--- src/rtl/br_tag_alloc_if.sv ---
// Interface bundling the dispatch, resolve and status signals of the
// branch-tag scheduler.
//   master : dispatch / branch-unit side (drives i_* requests)
//   slave  : br_tag_alloc itself (drives o_* results)
// Parameters:
//   WIDTH_BRM : width of a branch tag
//   NTAG      : number of tag slots (1 << WIDTH_BRM)
interface br_tag_alloc_if #(
    parameter int WIDTH_BRM = 4,
    parameter int NTAG      = 1 << WIDTH_BRM
);
    logic                 i_alloc_req;
    logic                 o_alloc_gnt;
    logic [WIDTH_BRM-1:0] o_alloc_tag;
    logic                 i_res_valid;
    logic [WIDTH_BRM-1:0] i_res_tag;
    logic                 i_res_kill;
    logic [NTAG-1:0]      o_live_mask;
    logic                 o_flush;
    logic [NTAG-1:0]      o_flush_mask;
    logic                 o_commit_valid;
    logic [WIDTH_BRM-1:0] o_commit_tag;
    logic                 o_full;
    logic                 o_empty;
    logic [WIDTH_BRM:0]   o_count;

    modport master (
        output i_alloc_req, i_res_valid, i_res_tag, i_res_kill,
        input  o_alloc_gnt, o_alloc_tag, o_live_mask, o_flush, o_flush_mask,
               o_commit_valid, o_commit_tag, o_full, o_empty, o_count
    );

    modport slave (
        input  i_alloc_req, i_res_valid, i_res_tag, i_res_kill,
        output o_alloc_gnt, o_alloc_tag, o_live_mask, o_flush, o_flush_mask,
               o_commit_valid, o_commit_tag, o_full, o_empty, o_count
    );
endinterface

--- src/rtl/br_tag_alloc.sv ---
// Branch-tag scheduler for the branch execution unit.
// Hands out branch tags in program order, tracks them until resolved,
// retires them oldest-first, and on a mispredict kill frees every younger
// tag and reports it as a one-cycle flush mask.
// Ports:
//   i_clk, i_rst : clock, synchronous active-high reset
//   bus (slave)  : alloc req/gnt/tag, resolve valid/tag/kill, live mask,
//                  flush pulse + mask, commit pulse + tag, full/empty/count
// Optional feature (macro BR_TAG_ALLOC_PERF_EN):
//   o_kill_cnt  : saturating count of accepted kills
//   o_stall_cnt : saturating count of cycles with alloc request but no grant
module br_tag_alloc #(
    parameter int WIDTH_BRM = 4,
    parameter int NTAG      = 1 << WIDTH_BRM
) (
    input logic          i_clk,
    input logic          i_rst,
    br_tag_alloc_if.slave bus
`ifdef BR_TAG_ALLOC_PERF_EN
    ,
    output logic [31:0]  o_kill_cnt,
    output logic [31:0]  o_stall_cnt
`endif
);
    localparam int PW = WIDTH_BRM + 1;

    logic [PW-1:0]        head_reg, tail_reg, head_next, tail_next, count;
    logic [NTAG-1:0]      live_reg, live_next, resolved_reg, resolved_next;
    logic [NTAG-1:0]      kill_mask;
    logic                 flush_reg, commit_valid_reg;
    logic [NTAG-1:0]      flush_mask_reg;
    logic [WIDTH_BRM-1:0] commit_tag_reg;
    logic [WIDTH_BRM-1:0] head_idx, tail_idx, kill_off;
    logic                 full, empty, res_live, kill_acc, res_acc, gnt, commit_ok;

    assign head_idx  = head_reg[WIDTH_BRM-1:0];
    assign tail_idx  = tail_reg[WIDTH_BRM-1:0];
    assign count     = tail_reg - head_reg;
    assign full      = (count == PW'(NTAG));
    assign empty     = (count == '0);

    // Requests against a tag that is not in flight are dropped entirely.
    assign res_live  = bus.i_res_valid & live_reg[bus.i_res_tag];
    assign kill_acc  = res_live & bus.i_res_kill;
    assign res_acc   = res_live & ~bus.i_res_kill;
    assign gnt       = bus.i_alloc_req & ~full & ~kill_acc;

    // Age is the offset from head, so comparisons stay correct across wrap.
    assign kill_off  = bus.i_res_tag - head_idx;

    generate
        for (genvar gi = 0; gi < NTAG; gi++) begin : g_slot
            logic [WIDTH_BRM-1:0] slot_off;
            assign slot_off      = WIDTH_BRM'(gi) - head_idx;
            assign kill_mask[gi] = kill_acc & live_reg[gi] & (slot_off > kill_off);
        end
    endgenerate

    // Commit uses the registered resolved bit, so a resolve of the head
    // retires one cycle later. The head is never in kill_mask (offset 0).
    assign commit_ok = ~empty & live_reg[head_idx] & resolved_reg[head_idx];

    always_comb begin
        live_next     = live_reg;
        resolved_next = resolved_reg;
        head_next     = head_reg;
        tail_next     = tail_reg;
        if (gnt) begin
            live_next[tail_idx]     = 1'b1;
            resolved_next[tail_idx] = 1'b0;
            tail_next               = tail_reg + PW'(1);
        end
        if (res_acc) begin
            resolved_next[bus.i_res_tag] = 1'b1;
        end
        if (kill_acc) begin
            resolved_next[bus.i_res_tag] = 1'b1;
            live_next                    = live_next & ~kill_mask;
            // Rebuild tail from head so the wrap bit stays consistent.
            tail_next = head_reg + {1'b0, kill_off} + PW'(1);
        end
        if (commit_ok) begin
            live_next[head_idx] = 1'b0;
            head_next           = head_reg + PW'(1);
        end
    end

    always_ff @(posedge i_clk) begin
        if (i_rst) begin
            head_reg         <= '0;
            tail_reg         <= '0;
            live_reg         <= '0;
            resolved_reg     <= '0;
            flush_reg        <= 1'b0;
            flush_mask_reg   <= '0;
            commit_valid_reg <= 1'b0;
            commit_tag_reg   <= '0;
        end else begin
            head_reg         <= head_next;
            tail_reg         <= tail_next;
            live_reg         <= live_next;
            resolved_reg     <= resolved_next;
            flush_reg        <= kill_acc;
            flush_mask_reg   <= kill_mask;
            commit_valid_reg <= commit_ok;
            if (commit_ok) begin
                commit_tag_reg <= head_idx;
            end
        end
    end

    assign bus.o_alloc_gnt    = gnt;
    assign bus.o_alloc_tag    = tail_idx;
    assign bus.o_live_mask    = live_reg;
    assign bus.o_flush        = flush_reg;
    assign bus.o_flush_mask   = flush_mask_reg;
    assign bus.o_commit_valid = commit_valid_reg;
    assign bus.o_commit_tag   = commit_tag_reg;
    assign bus.o_full         = full;
    assign bus.o_empty        = empty;
    assign bus.o_count        = count;

`ifdef BR_TAG_ALLOC_PERF_EN
    logic [31:0] kill_cnt_reg, stall_cnt_reg;

    always_ff @(posedge i_clk) begin
        if (i_rst) begin
            kill_cnt_reg  <= '0;
            stall_cnt_reg <= '0;
        end else begin
            if (kill_acc && kill_cnt_reg != 32'hFFFF_FFFF) begin
                kill_cnt_reg <= kill_cnt_reg + 32'd1;
            end
            if (bus.i_alloc_req && !gnt && stall_cnt_reg != 32'hFFFF_FFFF) begin
                stall_cnt_reg <= stall_cnt_reg + 32'd1;
            end
        end
    end

    assign o_kill_cnt  = kill_cnt_reg;
    assign o_stall_cnt = stall_cnt_reg;
`endif
endmodule

--- src/flat_wrapper.sv ---
// flat-port wrapper written by rule: the top's interface ports become plain ports
module br_tag_alloc_flat 
#(
    parameter int WIDTH_BRM = 4,
    parameter int NTAG      = 1 << WIDTH_BRM
)
  (i_clk, i_rst, bus_i_alloc_req, bus_i_res_valid, bus_i_res_tag, bus_i_res_kill, bus_o_alloc_gnt, bus_o_alloc_tag, bus_o_live_mask, bus_o_flush, bus_o_flush_mask, bus_o_commit_valid, bus_o_commit_tag, bus_o_full, bus_o_empty, bus_o_count);
  br_tag_alloc_if #(.WIDTH_BRM(WIDTH_BRM), .NTAG(NTAG)) bus_i ();
  input logic i_clk;
  input logic i_rst;
  input wire logic [$bits(bus_i.i_alloc_req)-1:0] bus_i_alloc_req;
  input wire logic [$bits(bus_i.i_res_valid)-1:0] bus_i_res_valid;
  input wire logic [$bits(bus_i.i_res_tag)-1:0] bus_i_res_tag;
  input wire logic [$bits(bus_i.i_res_kill)-1:0] bus_i_res_kill;
  output wire logic [$bits(bus_i.o_alloc_gnt)-1:0] bus_o_alloc_gnt;
  output wire logic [$bits(bus_i.o_alloc_tag)-1:0] bus_o_alloc_tag;
  output wire logic [$bits(bus_i.o_live_mask)-1:0] bus_o_live_mask;
  output wire logic [$bits(bus_i.o_flush)-1:0] bus_o_flush;
  output wire logic [$bits(bus_i.o_flush_mask)-1:0] bus_o_flush_mask;
  output wire logic [$bits(bus_i.o_commit_valid)-1:0] bus_o_commit_valid;
  output wire logic [$bits(bus_i.o_commit_tag)-1:0] bus_o_commit_tag;
  output wire logic [$bits(bus_i.o_full)-1:0] bus_o_full;
  output wire logic [$bits(bus_i.o_empty)-1:0] bus_o_empty;
  output wire logic [$bits(bus_i.o_count)-1:0] bus_o_count;
  assign bus_i.i_alloc_req = bus_i_alloc_req;
  assign bus_i.i_res_valid = bus_i_res_valid;
  assign bus_i.i_res_tag = bus_i_res_tag;
  assign bus_i.i_res_kill = bus_i_res_kill;
  assign bus_o_alloc_gnt = bus_i.o_alloc_gnt;
  assign bus_o_alloc_tag = bus_i.o_alloc_tag;
  assign bus_o_live_mask = bus_i.o_live_mask;
  assign bus_o_flush = bus_i.o_flush;
  assign bus_o_flush_mask = bus_i.o_flush_mask;
  assign bus_o_commit_valid = bus_i.o_commit_valid;
  assign bus_o_commit_tag = bus_i.o_commit_tag;
  assign bus_o_full = bus_i.o_full;
  assign bus_o_empty = bus_i.o_empty;
  assign bus_o_count = bus_i.o_count;
  br_tag_alloc #(.WIDTH_BRM(WIDTH_BRM), .NTAG(NTAG)) u_core (.i_clk(i_clk), .i_rst(i_rst), .bus(bus_i));
endmodule
--- config.mk ---
export PLATFORM = sky130hd
export DESIGN_NAME = br_tag_alloc_flat
export DESIGN_NICKNAME = d
export VERILOG_FILES = /design/src/rtl/br_tag_alloc_if.sv /design/src/rtl/br_tag_alloc.sv /design/src/flat_wrapper.sv
export SDC_FILE = /design/constraint.sdc
export NUM_CORES = 1
export LEC_CHECK = 0
export BUFFER_PORTS_ARGS = -buffer_cell sky130_fd_sc_hd__buf_2
export CAP_MARGIN = 20
export CORE_AREA = 2 2 97 99
export CTS_CLUSTER_SIZE = 40
export DETAILED_ROUTE_END_ITERATION = 10
export DIE_AREA = 0 0 99 101
export GPL_TIMING_DRIVEN = 1
export PLACE_DENSITY = 0.76
export SLEW_MARGIN = 20
export SYNTH_ARGS = -nofsm -noshare
export SYNTH_HDL_FRONTEND = slang
export SYNTH_SLANG_ARGS = --single-unit
--- constraint.sdc ---
create_clock -name i_clk -period 9.1 [get_ports i_clk]
set_input_delay 1.365 -clock i_clk [delete_from_list [all_inputs] [get_ports i_clk]]
set_output_delay 1.365 -clock i_clk [all_outputs]
set_load 0.02 [all_outputs]
After elaboration in Yosys (flattened, before gate mapping). Cells that the tools add are included.

Register bits: 64. Input port bits: 9. Output and inout bits: 50. Word-level logic and storage cells: 130.

Add/subtract/negate cells: 22. Order comparisons: 22. Equal/unequal tests: 1. Multiplexer cells: 20. Bitwise logic cells: 52. Reduce and logical (&&, ||, !) cells: 5.

Operators with widths (number): $mux W16 (6); $gt A4 B4 Y1 (16); $and A16 B16 Y16 (3); $not A16 Y16 (3); $or A16 B16 Y16 (3); $and A1 B1 Y1 (39); $sub A4 B4 Y4 const A (8); $sub A3 B4 Y4 const A (4); $add A5 B1 Y5 const B (3); $lt A4 B5 Y1 const B (3); $bmux W1 S4 (3); $demux W1 S4 (3); $ge A4 B1 Y1 const B (3); $mux W5 (2); $sub A1 B4 Y4 const A (2); $sub A2 B4 Y4 const A (2); $mux W1 (6); $add A5 B4 Y5 (1); $eq A5 B5 Y1 const B (1); $logic_not A5 Y1 (1); $sub A5 B5 Y5 (1); $not A1 Y1 (4); $sub A4 B4 Y4 (1); $logic_and A1 B1 Y1 (3); $reduce_bool A2 Y1 (1).

Longest topological paths before layout. Gate-level depths: netlist of the first run.

Depth in word-level cells: 11. Gate-level depth with buffers: 14. Gate-level depth less buffers: 12.

Least setup slack after synthesis of the first run. Ideal clock, no wire load.

Kind: input port to flip-flop. From: input port bus_i_res_tag[0]. To: register u_core.live_reg[5] (netlist: u_core.bus.o_live_mask[5]). Setup time: 0.136 ns. Arrival: 4.161 ns. Data required time: 8.964 ns. Path slack: 4.803 ns. Stages: 13. Path buffers: 1. Path through: buf_6 inv_1 ha_1 fa_1 xnor2_1 inv_1 ha_1 inv_1 o21ai_0 a21bo_2 maj3_1 a221oi_1 a2111oi_1.

Word-level cells in the longest chain between the ends: 11. Elaborated cells on any way between the ends: 16. Classes of those cells: add/sub: 1; order compare: 1; mux: 5; bitwise: 9.

RTL lines: from (decl) (line flat_wrapper.sv:13) `input wire logic [$bits(bus_i.i_res_tag)-1:0] bus_i_res_tag;`; $bmux W1 S4 (line br_tag_alloc.sv:43) `assign res_live = bus.i_res_valid & live_reg[bus.i_res_tag];`; $mux W1 (implied by the code) (line br_tag_alloc.sv:43); $and A1 B1 Y1 (line br_tag_alloc.sv:43); $and A1 B1 Y1 (line br_tag_alloc.sv:44) `assign kill_acc = res_live & bus.i_res_kill;`; $not A1 Y1 / $and A1 B1 Y1 (equally long branches) (line br_tag_alloc.sv:46, br_tag_alloc.sv:55); $and A1 B1 Y1, on equally long branches (line br_tag_alloc.sv:46, br_tag_alloc.sv:55); $mux W16 / $not A16 Y16 (equally long branches) (line br_tag_alloc.sv:68, br_tag_alloc.sv:78); $and A16 B16 Y16 (line br_tag_alloc.sv:78) `live_next = live_next & ~kill_mask;`; $mux W16 (*) (line br_tag_alloc.sv:76) `if (kill_acc) begin`; $and A16 B16 Y16 (no source line); $mux W16 (*) (line br_tag_alloc.sv:82) `if (commit_ok) begin`; to (signal assigned) (line br_tag_alloc.sv:101) `live_reg <= live_next;`; to (decl) (line br_tag_alloc.sv:28) `logic [NTAG-1:0] live_reg, live_next, resolved_reg, resolved_next;`.

Mark *: on every way between the ends. The rest lies on a longest branch, timed or not. The select of a mux whose other input is x is not followed. A chain may end at the register's enable or synchronous reset.

Worst setup path in the final report of the first run.
From: register u_core.head_reg[2]. To: output port bus_o_full.

Word-level cells in the longest chain between the ends: 2.

RTL lines: from (decl) (line br_tag_alloc.sv:27) `logic [PW-1:0] head_reg, tail_reg, head_next, tail_next, count;`; from (signal assigned) (line br_tag_alloc.sv:99) `head_reg <= head_next;`; $sub A5 B5 Y5 (line br_tag_alloc.sv:38) `assign count = tail_reg - head_reg;`; $eq A5 B5 Y1 (line br_tag_alloc.sv:39) `assign full = (count == PW'(NTAG));`; to (decl) (line flat_wrapper.sv:22) `output wire logic [$bits(bus_i.o_full)-1:0] bus_o_full;`.

No other way between the ends.

==> flow_summary_export.csv, run 1 <==
group,metric,value,unit
run_status,status,"finished, final reports clean",
logic_synthesis,synth_area,4915,um^2
critical_path,r2r-end,"u_core.bus.o_live_mask[5]",
clock_network,clock_latency,350,ps
clock_network,root_buffer,"clkbuf_8",
worst_hold_path,hp-class,"flip-flop to flip-flop",
place,gp_congestion,1.046,
clock_network,ctsResizeCount,0,
global_route,grt_max_degree,41,
logic_synthesis,synthFlopType,"dfxtp_1",
place,dp_hpwl,11700,um
sta,rsz0062_at_grt,"false",
sta,post-route-period-util,54.23,%
logic_synthesis,yosysUniqueCellTypes,80,
floorplan,ios,59,
finish,area_growth,8.783,%
power_and_ir_drop,p_leak,2.265,nW
drt,ant_nets,0,
finish,nFillCells,819,
finish,instances_no_fill,741,
sta,slew_headroom,33.53,%
clock_network,clock_sinks,64,
place,portBuffers,58,
sta,worst_pin_slew,993.7,ps
logic_synthesis,yosysWarnings,0,
clock_network,postCtsHoldBufs,0,
finish,design_area,5346,um^2
floorplan,start_util,54.75,%
global_route,grt_pass1_vias,4704,
floorplan,die_x,99,um
sta,fin_ws,4165,ps
critical_path,setup.worst_path.start_class,"flip-flop",
critical_path,path_max_fanout,17,
critical_path,r2r_cells,11,
global_route,grt_pass1_wl,25120,um
sta,setup_viol,0,
critical_path,reg2reg_from,"u_core.head_reg[2]",
logic_synthesis,synth-async-reset-ratio,0,%
sta,fin_skew,6.983,ps
floorplan,core,8977,um^2
clock_network,clk_path_buf_depth,2,
logic_synthesis,syn_avg_cell_area,8.387,um^2
finish,num_antenna_cells,0,
worst_hold_path,min_to,"u_core.resolved_reg[7]",
global_route,antenna_found_initial,0,
global_route,grt_usage,32.29,%
drt,wirelength,16130,um
drt,vias,4936,
floorplan,fp.dieArea,9999,um^2
logic_synthesis,synth_edf_count,0,
critical_path,cp_data_arrival_time,3570,ps
floorplan,rows,35,
critical_path,crit_required,7740,ps
sta,hold_viol_final,0,
worst_hold_path,hold_depth,2,
clock_network,cts.clk_slew.worst_paths,80,ps
logic_synthesis,postSynthNetCount,641,
finish,postLayoutCoreUtil,59.55,%
place,dp_cells,725,
critical_path,endpoint_kind,"output port",
clock_network,htreeDepth,3,
drt,drtIter0Drc,539,
finish,layout-drive-gt1-share,19.21,%
sta,period_minus_slack,4935,ps
power_and_ir_drop,finalPower,0.7227,mW
floorplan,die_h,101,um
sta,maxClockFrequency,202.6,MHz
logic_synthesis,ys_seq_area_share,26.07,%
place,pre_cts_slack,4187,ps
critical_path,r2r_slack,4770,ps
logic_synthesis,synth-seq-cells,64,
run,drv_cap,0,
power_and_ir_drop,irDropWorstVdd,0.0001106,V
worst_hold_path,min_from,"u_core.resolved_reg[7]",
critical_path,path_class,"flip-flop to output port",
drt,dr.pass1.iters,8,
power_and_ir_drop,power_density,135.2,nW/um^2
drt,avgViaCountPerCell,6.661,
clock_network,cts_made_buffers,9,
logic_synthesis,synthCells,586,
drt,wl_per_cell,21.77,um
clock_network,post-cts-setup-buffers,0,
global_route,grt.overflow.total,0,
sta,setup_tns,0,ps
clock_network,cts_tree,"yes",
place,placed_area,5182,um^2
finish,fin_nets,680,
sta,slew_violations,0,
sta,hold_slack,482.9,ps
drt,drc_errors,0,
[Yosys cell counts, drive strengths merged, types with 3 or more instances]
| cell type | number | area [um^2] |
|---|---|---|
| a2111oi | 8 | 105.1 |
| a211oi | 6 | 45.04 |
| a21boi | 3 | 22.52 |
| a21o | 4 | 30.03 |
| a21oi | 30 | 150.1 |
| a221oi | 6 | 65.06 |
| a311oi | 9 | 78.83 |
| a31o | 8 | 70.07 |
| a31oi | 7 | 43.79 |
| a41oi | 5 | 43.79 |
| and2 | 12 | 75.07 |
| and3 | 10 | 62.56 |
| buf | 20 | 135.1 |
| clkbuf | 13 | 48.80 |
| dfxtp | 64 | 1281 |
| fa | 3 | 60.06 |
| ha | 43 | 538.0 |
| inv | 46 | 172.7 |
| mux2 | 6 | 75.07 |
| mux2i | 8 | 80.08 |
| nand2 | 46 | 175.2 |
| nand2b | 8 | 50.05 |
| nand3 | 32 | 160.2 |
| nand3b | 6 | 45.04 |
| nand4 | 13 | 100.1 |
| nor2 | 37 | 151.4 |
| nor2b | 7 | 43.79 |
| nor3 | 21 | 105.1 |
| nor3b | 3 | 22.52 |
| o211a | 3 | 30.03 |
| o211ai | 6 | 72.57 |
| o21ai | 24 | 127.6 |
| o221a | 6 | 67.56 |
| o22ai | 4 | 25.02 |
| o31ai | 3 | 22.52 |
| o32ai | 7 | 68.82 |
| or2 | 3 | 18.77 |
| xnor2 | 11 | 111.4 |
| xor2 | 8 | 70.07 |
[per-layer routing]
| metal | global-route usage, % | share of wire, % | vias to the layer above |
|---|---|---|---|
| li1 | - | - | 2223 |
| met1 | 42.43 | 40 | 2345 |
| met2 | 50.42 | 45 | 309 |
| met3 | 4.438 | 9.7 | 59 |
| met4 | 19.60 | 5.1 | 0 |
| met5 | 0 | 0 | - |
[worst max path at each step]
stage          depth (start not counted)  slack, ps                from                   endpoint
4_1_cts                                9       4220  u_core.head_reg[2]                 bus_o_full
5_1_grt                                9       3940  u_core.head_reg[2]                 bus_o_full
3_3_place_gp                          13       4310    bus_i_res_tag[0]  u_core.bus.o_live_mask[5]
6_report                               9       4170  u_core.head_reg[2]                 bus_o_full
3_5_place_dp                          13       4190    bus_i_res_tag[0]  u_core.bus.o_live_mask[5]
2_1_floorplan                         13       4800    bus_i_res_tag[0]  u_core.bus.o_live_mask[5]
[cells in the final DEF, fill, tap and decap left out, types with 21 or more instances in the layout]
master / n
nand3_1: 32
dfxtp_1: 64
inv_1: 45
o21ai_0: 22
a21oi_1: 30
ha_1: 43
nor2_1: 34
nand2_1: 45
nor3_1: 21
buf_2: 58
[where the power goes]
part,switching [mW],internal (mW),total [mW]
clock network,0.121,0.0974,0.219
logic,0.141,0.0643,0.205
registers,0.0118,0.287,0.299
total,0.274,0.449,0.723
[worst max-delay path, cell delays in order, from the launching register on]
cell and delay [ps]:
dfxtp_1 820, inv_1 480, ha_1 500, nand2b_1 80, a21oi_1 170, xor2_1 330
inv_2 150, o21ai_2 270, inv_1 190, buf_2 210
[cell type report]
cell class                      count  area (um^2)  share of cell area, %
Clock inverter                      6        36.28                 0.6787
Inverter                           48        180.2                  3.370
Sequential cell                    64         1281                  23.96
Multi-Input combinational cell    441         3269                  61.15
Tap cell                          111        138.9                  2.598
Clock buffer                       10        127.6                  2.387
Timing Repair Buffer               61        312.8                  5.851
[kinds of logic after synthesis]
| logic type | synth area share, % |
|---|---|
| compound gates | 24.59 |
| xor+xnor | 4.608 |
| fa+ha+maj | 12.60 |
| buf+inv | 7.408 |
| flops | 26.07 |
| mux | 3.157 |
| simple gates | 21.56 |
Power figures use the tool's default switching activity.
==> inputs of run 2 (changes only) <==
CORE_AREA = 2 2 99 101   (was 2 2 97 99)
DIE_AREA = 0 0 101 103   (was 0 0 99 101)
clock period = 4.44 ns   (was 9.1 ns; I/O delays follow)
==> run 2 against run 1 <==
Against the previous run: clock-buffer cell count grew 2; sequential power grew 110%; combinational power grew 110%; clock power grew 110%; die area grew 4.0%; largest cell class unchanged.
==> flow_summary_export.csv, run 2 (synthesized netlist as in run 1, its figures left out) <==
group,metric,value,unit
run_status,status,"finished, final reports clean",
floorplan,core,9459,um^2
drt,vias,4947,
drt,avgViaCountPerCell,6.570,
finish,mostFrequentLayoutCell,"dfxtp_1",
drt,drtIter0Drc,569,
finish,postLayoutCoreUtil,57.45,%
sta,setup_tns,0,ps
clock_network,htreeDepth,3,
critical_path,path_max_fanout,10,
global_route,grt_usage,30.87,%
place,pre_cts_slack,463.1,ps
worst_hold_path,hp-class,"flip-flop to flip-flop",
finish,area_growth,10.57,%
global_route,grt_max_degree,41,
floorplan,start_util,51.96,%
global_route,antenna_found_initial,0,
drt,drc_errors,0,
critical_path,cp_num_buf_inv,2,
clock_network,ctsResizeCount,0,
floorplan,die_h,103,um
finish,layout-drive-gt1-share,20.34,%
clock_network,cts.clk_slew.worst_paths,70,ps
sta,worst_pin_slew,717.9,ps
finish,num_antenna_cells,0,
clock_network,clock_latency,350,ps
critical_path,crit_family,"compound AO/OA/AOI/OAI gates",
critical_path,reg2reg_from,"u_core.head_reg[1]",
sta,slew_headroom,51.90,%
sta,setup_viol,0,
power_and_ir_drop,power_density,276.6,nW/um^2
place,placed_area,5261,um^2
place,gp_congestion,1.007,
drt,ant_nets,0,
place,dp_hpwl,11890,um
sta,period_minus_slack,4014,ps
drt,wl_per_cell,21.10,um
critical_path,crit_path_start,"u_core.head_reg[1]",
global_route,grt_pass1_vias,4518,
run,drv_cap,0,
power_and_ir_drop,finalPower,1.503,mW
clock_network,clock_sinks,64,
critical_path,crit_chain,"clkinv_1 > ha_1 > nand3b_1 > a211oi_1 > nor2_2 > o21ai_2 > nor2_1 > buf_2",
floorplan,die_x,101,um
global_route,grt_pass1_wl,24290,um
clock_network,post-cts-setup-buffers,0,
sta,fin_skew,5.442,ps
global_route,grt.overflow.total,0,
clock_network,clk_path_buf_depth,2,
floorplan,fp.dieArea,10400,um^2
sta,fin_ws,425.7,ps
drt,dr.pass1.iters,8,
finish,fin_nets,690,
critical_path,endpoint_kind,"output port",
drt,wirelength,15890,um
finish,design_area,5434,um^2
finish,layout_common_cells,"dfxtp_1, buf_2, inv_1, nand2_1, ha_1",
sta,post-route-period-util,90.41,%
critical_path,setup.worst_path.start_class,"flip-flop",
critical_path,max_stage_delay,620,ps
place,portBuffers,58,
clock_network,cts_made_buffers,9,
power_and_ir_drop,irDropWorstVdd,0.0002139,V
sta,maxClockFrequency,249.1,MHz
sta,rsz0062_at_grt,"false",
clock_network,root_buffer,"clkbuf_8",
critical_path,cp_slowest_cell,"dfxtp_1",
critical_path,crit_required,3770,ps
worst_hold_path,min_from,"u_core.bus.o_commit_tag[3]",
clock_network,postCtsHoldBufs,0,
floorplan,ios,59,
power_and_ir_drop,p_leak,2.314,nW
clock_network,cts_tree,"yes",
critical_path,cp_data_arrival_time,3350,ps
finish,nFillCells,844,
critical_path,path_class,"flip-flop to output port",
sta,slew_violations,0,
sta,hold_viol_final,0,
floorplan,rows,36,
run 2: metal layers:
metal  GRT usage [%]  share of wire (%)  wire [um]
met3           6.644                 11       1679
met5               0                  0          0
met1           40.25                 41       6449
met2           48.10                 44       6992
met4           16.32                4.8        767
run 2: worst paths after layout:
kind	to	slack (ps)	depth (start not counted)
max	bus_o_alloc_gnt	430	8
min	u_core.bus.o_commit_tag[3]	480	2
max reg2reg	u_core.tail_reg[4]	770	12
min reg2reg	u_core.bus.o_commit_tag[3]	480	2
run 2: power by group:
part           switching [mW]  leakage [nW]  internal (mW)
Combinational           0.285          1.71          0.137
Clock                   0.238        0.0882          0.228
Sequential             0.0255         0.517          0.589
run 2: cell type report:
class | count | area (um^2) | share of cell area (%)
clock buffers | 12 | 155.1 | 2.855
well taps | 114 | 142.6 | 2.625
repair buffers | 71 | 387.9 | 7.138
clock inverters | 3 | 17.52 | 0.3224
inverters | 48 | 180.2 | 3.316
multi-input cells | 441 | 3269 | 60.17
flip-flops and latches | 64 | 1281 | 23.58
run 2: stage by stage:
step                      hold WS (ps)  instances
after floorplan                  453.8        586
final                            476.7        753
after CTS                        480.2        753
after global routing             508.0        753
after global placement           461.3        738
after detailed placement         468.1        738
run 2: worst register-to-register path, stage by stage, from the launching register on:
cell and delay (ps):
dfxtp_1 620, clkinv_1 570, ha_1 470, and3b_1 220, nor2_4 200, xnor3_1 330, inv_1 110, ha_1 310
inv_1 120, a21oi_1 60, nor2_1 230, xor2_1 220, a221oi_2 70
==> inputs of run 3 (changes only) <==
CAP_MARGIN = 10   (was 20)
PLACE_DENSITY = 0.88   (was 0.76)
==> run 3 against run 2 <==
Against the previous run: total power rose by 2.8%; register-to-register slack improved by 190 ps; maximum frequency rose by 3.5%; non-clock buffer count did not move; core utilization rose by 0.16 points; via count rose by 0.44%; die area did not move; sequential power barely moved; largest power group unchanged; highest routed layer is now met5.
==> flow_summary_export.csv, run 3 (synthesized netlist as in run 1, its figures left out) <==
group,metric,value,unit
power_and_ir_drop,power_density,283.6,nW/um^2
drt,avgViaCountPerCell,6.590,
sta,setup_tns,0,ps
drt,ant_nets,0,
sta,fin_skew,15.96,ps
global_route,grt_usage,32.09,%
floorplan,die_x,101,um
sta,hold_slack,481.7,ps
finish,layout_common_cells,"dfxtp_1, buf_2, inv_1, nand2_1, ha_1",
critical_path,crit_chain,"ha_1 > fa_1 > nand3b_1 > and4bb_1 > o21ai_2 > inv_1 > buf_2",
drt,wl_per_cell,21.51,um
finish,mostFrequentLayoutCell,"dfxtp_1",
drt,drtIter0Drc,616,
sta,period_minus_slack,3879,ps
clock_network,ctsResizeCount,0,
sta,post-route-period-util,87.37,%
critical_path,cp_slowest_cell,"dfxtp_1",
floorplan,ios,59,
drt,wirelength,16220,um
finish,layout-drive-gt1-share,20.47,%
place,portBuffers,58,
floorplan,rows,36,
sta,slew_violations,0,
critical_path,setup.worst_path.start_class,"flip-flop",
power_and_ir_drop,internal_power,0.9798,mW
global_route,antenna_found_initial,1,
critical_path,path_class,"flip-flop to output port",
floorplan,die_h,103,um
power_and_ir_drop,p_leak,2.320,nW
critical_path,endpoint_kind,"output port",
sta,hold_viol_final,0,
power_and_ir_drop,power.share.sequential,39.7,%
sta,maxClockFrequency,257.8,MHz
finish,fin_nets,690,
place,dp_cells,738,
run,drv_cap,0,
clock_network,htreeDepth,3,
sta,slew_headroom,42.80,%
clock_network,clk_path_buf_depth,2,
finish,area_growth,10.87,%
sta,worst_pin_slew,853.9,ps
power_and_ir_drop,irDropWorstVdd,0.0001897,V
finish,instances_no_fill,754,
clock_network,cts_tree,"yes",
clock_network,root_buffer,"clkbuf_8",
global_route,grt_max_degree,40,
global_route,grt_pass1_vias,4719,
floorplan,start_util,51.96,%
floorplan,core,9459,um^2
clock_network,postCtsHoldBufs,0,
power_and_ir_drop,power.share.clock,32.8,%
place,dp_hpwl,12000,um
run_status,status,"finished, final reports clean",
global_route,grt_pass1_wl,25320,um
clock_network,cts_made_buffers,9,
place,gp_congestion,0.9832,
critical_path,crit_required,3770,ps
worst_hold_path,hp-class,"flip-flop to flip-flop",
critical_path,path_max_fanout,16,
power_and_ir_drop,power_switching,0.5657,mW
sta,setup_viol,0,
sta,rsz0062_at_grt,"false",
clock_network,post-cts-setup-buffers,0,
critical_path,cp_num_buf_inv,2,
clock_network,clock_latency,380,ps
clock_network,cts.clk_slew.worst_paths,70,ps
finish,num_antenna_cells,0,
critical_path,cp_data_arrival_time,3210,ps
critical_path,max_stage_delay,790,ps
drt,vias,4969,
drt,drc_errors,0,
global_route,grt.overflow.total,0,
drt,dr.pass1.iters,5,
floorplan,fp.dieArea,10400,um^2
power_and_ir_drop,power_switching_share,36.60,%
critical_path,crit_family,"flip-flops",
clock_network,clock_sinks,64,
power_and_ir_drop,power_frac_comb,27.4,%
[run 3: final timing paths]
path | start | to | slack (ps) | depth (start not counted)
min reg2reg | u_core.bus.o_commit_tag[1] | u_core.bus.o_commit_tag[1] | 480 | 2
max reg2reg | u_core.head_reg[0] | u_core.bus.o_live_mask[5] | 960 | 11
min | u_core.bus.o_commit_tag[1] | u_core.bus.o_commit_tag[1] | 480 | 2
max | u_core.head_reg[0] | bus_o_full | 560 | 7
[run 3: metrics by stage]
step / instance area (um^2) / setup slack, ps / utilization (%) / power, mW
final: 5449 / 560.7 / 57.61 / 1.545
after global routing: 5449 / 382.0 / 57.61 / 1.603
after CTS: 5449 / 613.1 / 57.61 / 1.540
after detailed placement: 5261 / 475.6 / 55.62 / 1.040
after global placement: 5261 / 635.9 / 55.62 / 1.027
after floorplan: 4915 / 842.1 / - / 0.9358
[run 3: layout make-up]
type	instances	area [um^2]
Inverter	48	180.2
Tap cell	114	142.6
Sequential cell	64	1281
Clock inverter	6	60.06
Clock buffer	10	127.6
Fill cell	839	4010
Multi-Input combinational cell	441	3269
Timing Repair Buffer	71	387.9
[run 3: power groups by stage]
stage / clock, mW / sequential, mW / combinational [mW]
final: 0.507 / 0.614 / 0.424
after global routing: 0.528 / 0.616 / 0.459
after CTS: 0.511 / 0.613 / 0.416
after detailed placement: 0 / 0.626 / 0.414
after global placement: 0 / 0.626 / 0.401
after floorplan: 0 / 0.624 / 0.311
[run 3: worst reg2reg max path: stages, from the launching register on]
cell and delay, ps:
dfxtp_1 550, ha_1 340, fa_1 380, xnor2_1 210, inv_1 190, ha_1 370
inv_1 50, o21ai_0 200, a21bo_2 260, maj3_1 340, a221oi_1 330, a2111oi_1 140
[run 3: routing by layer]
layer	up-vias	global-route usage, %	wire (um)
met5	-	0	16
met4	2	17.67	968
met3	86	9.153	1780
met2	325	50.00	7132
met1	2308	40.18	6324
li1	2248	-	-
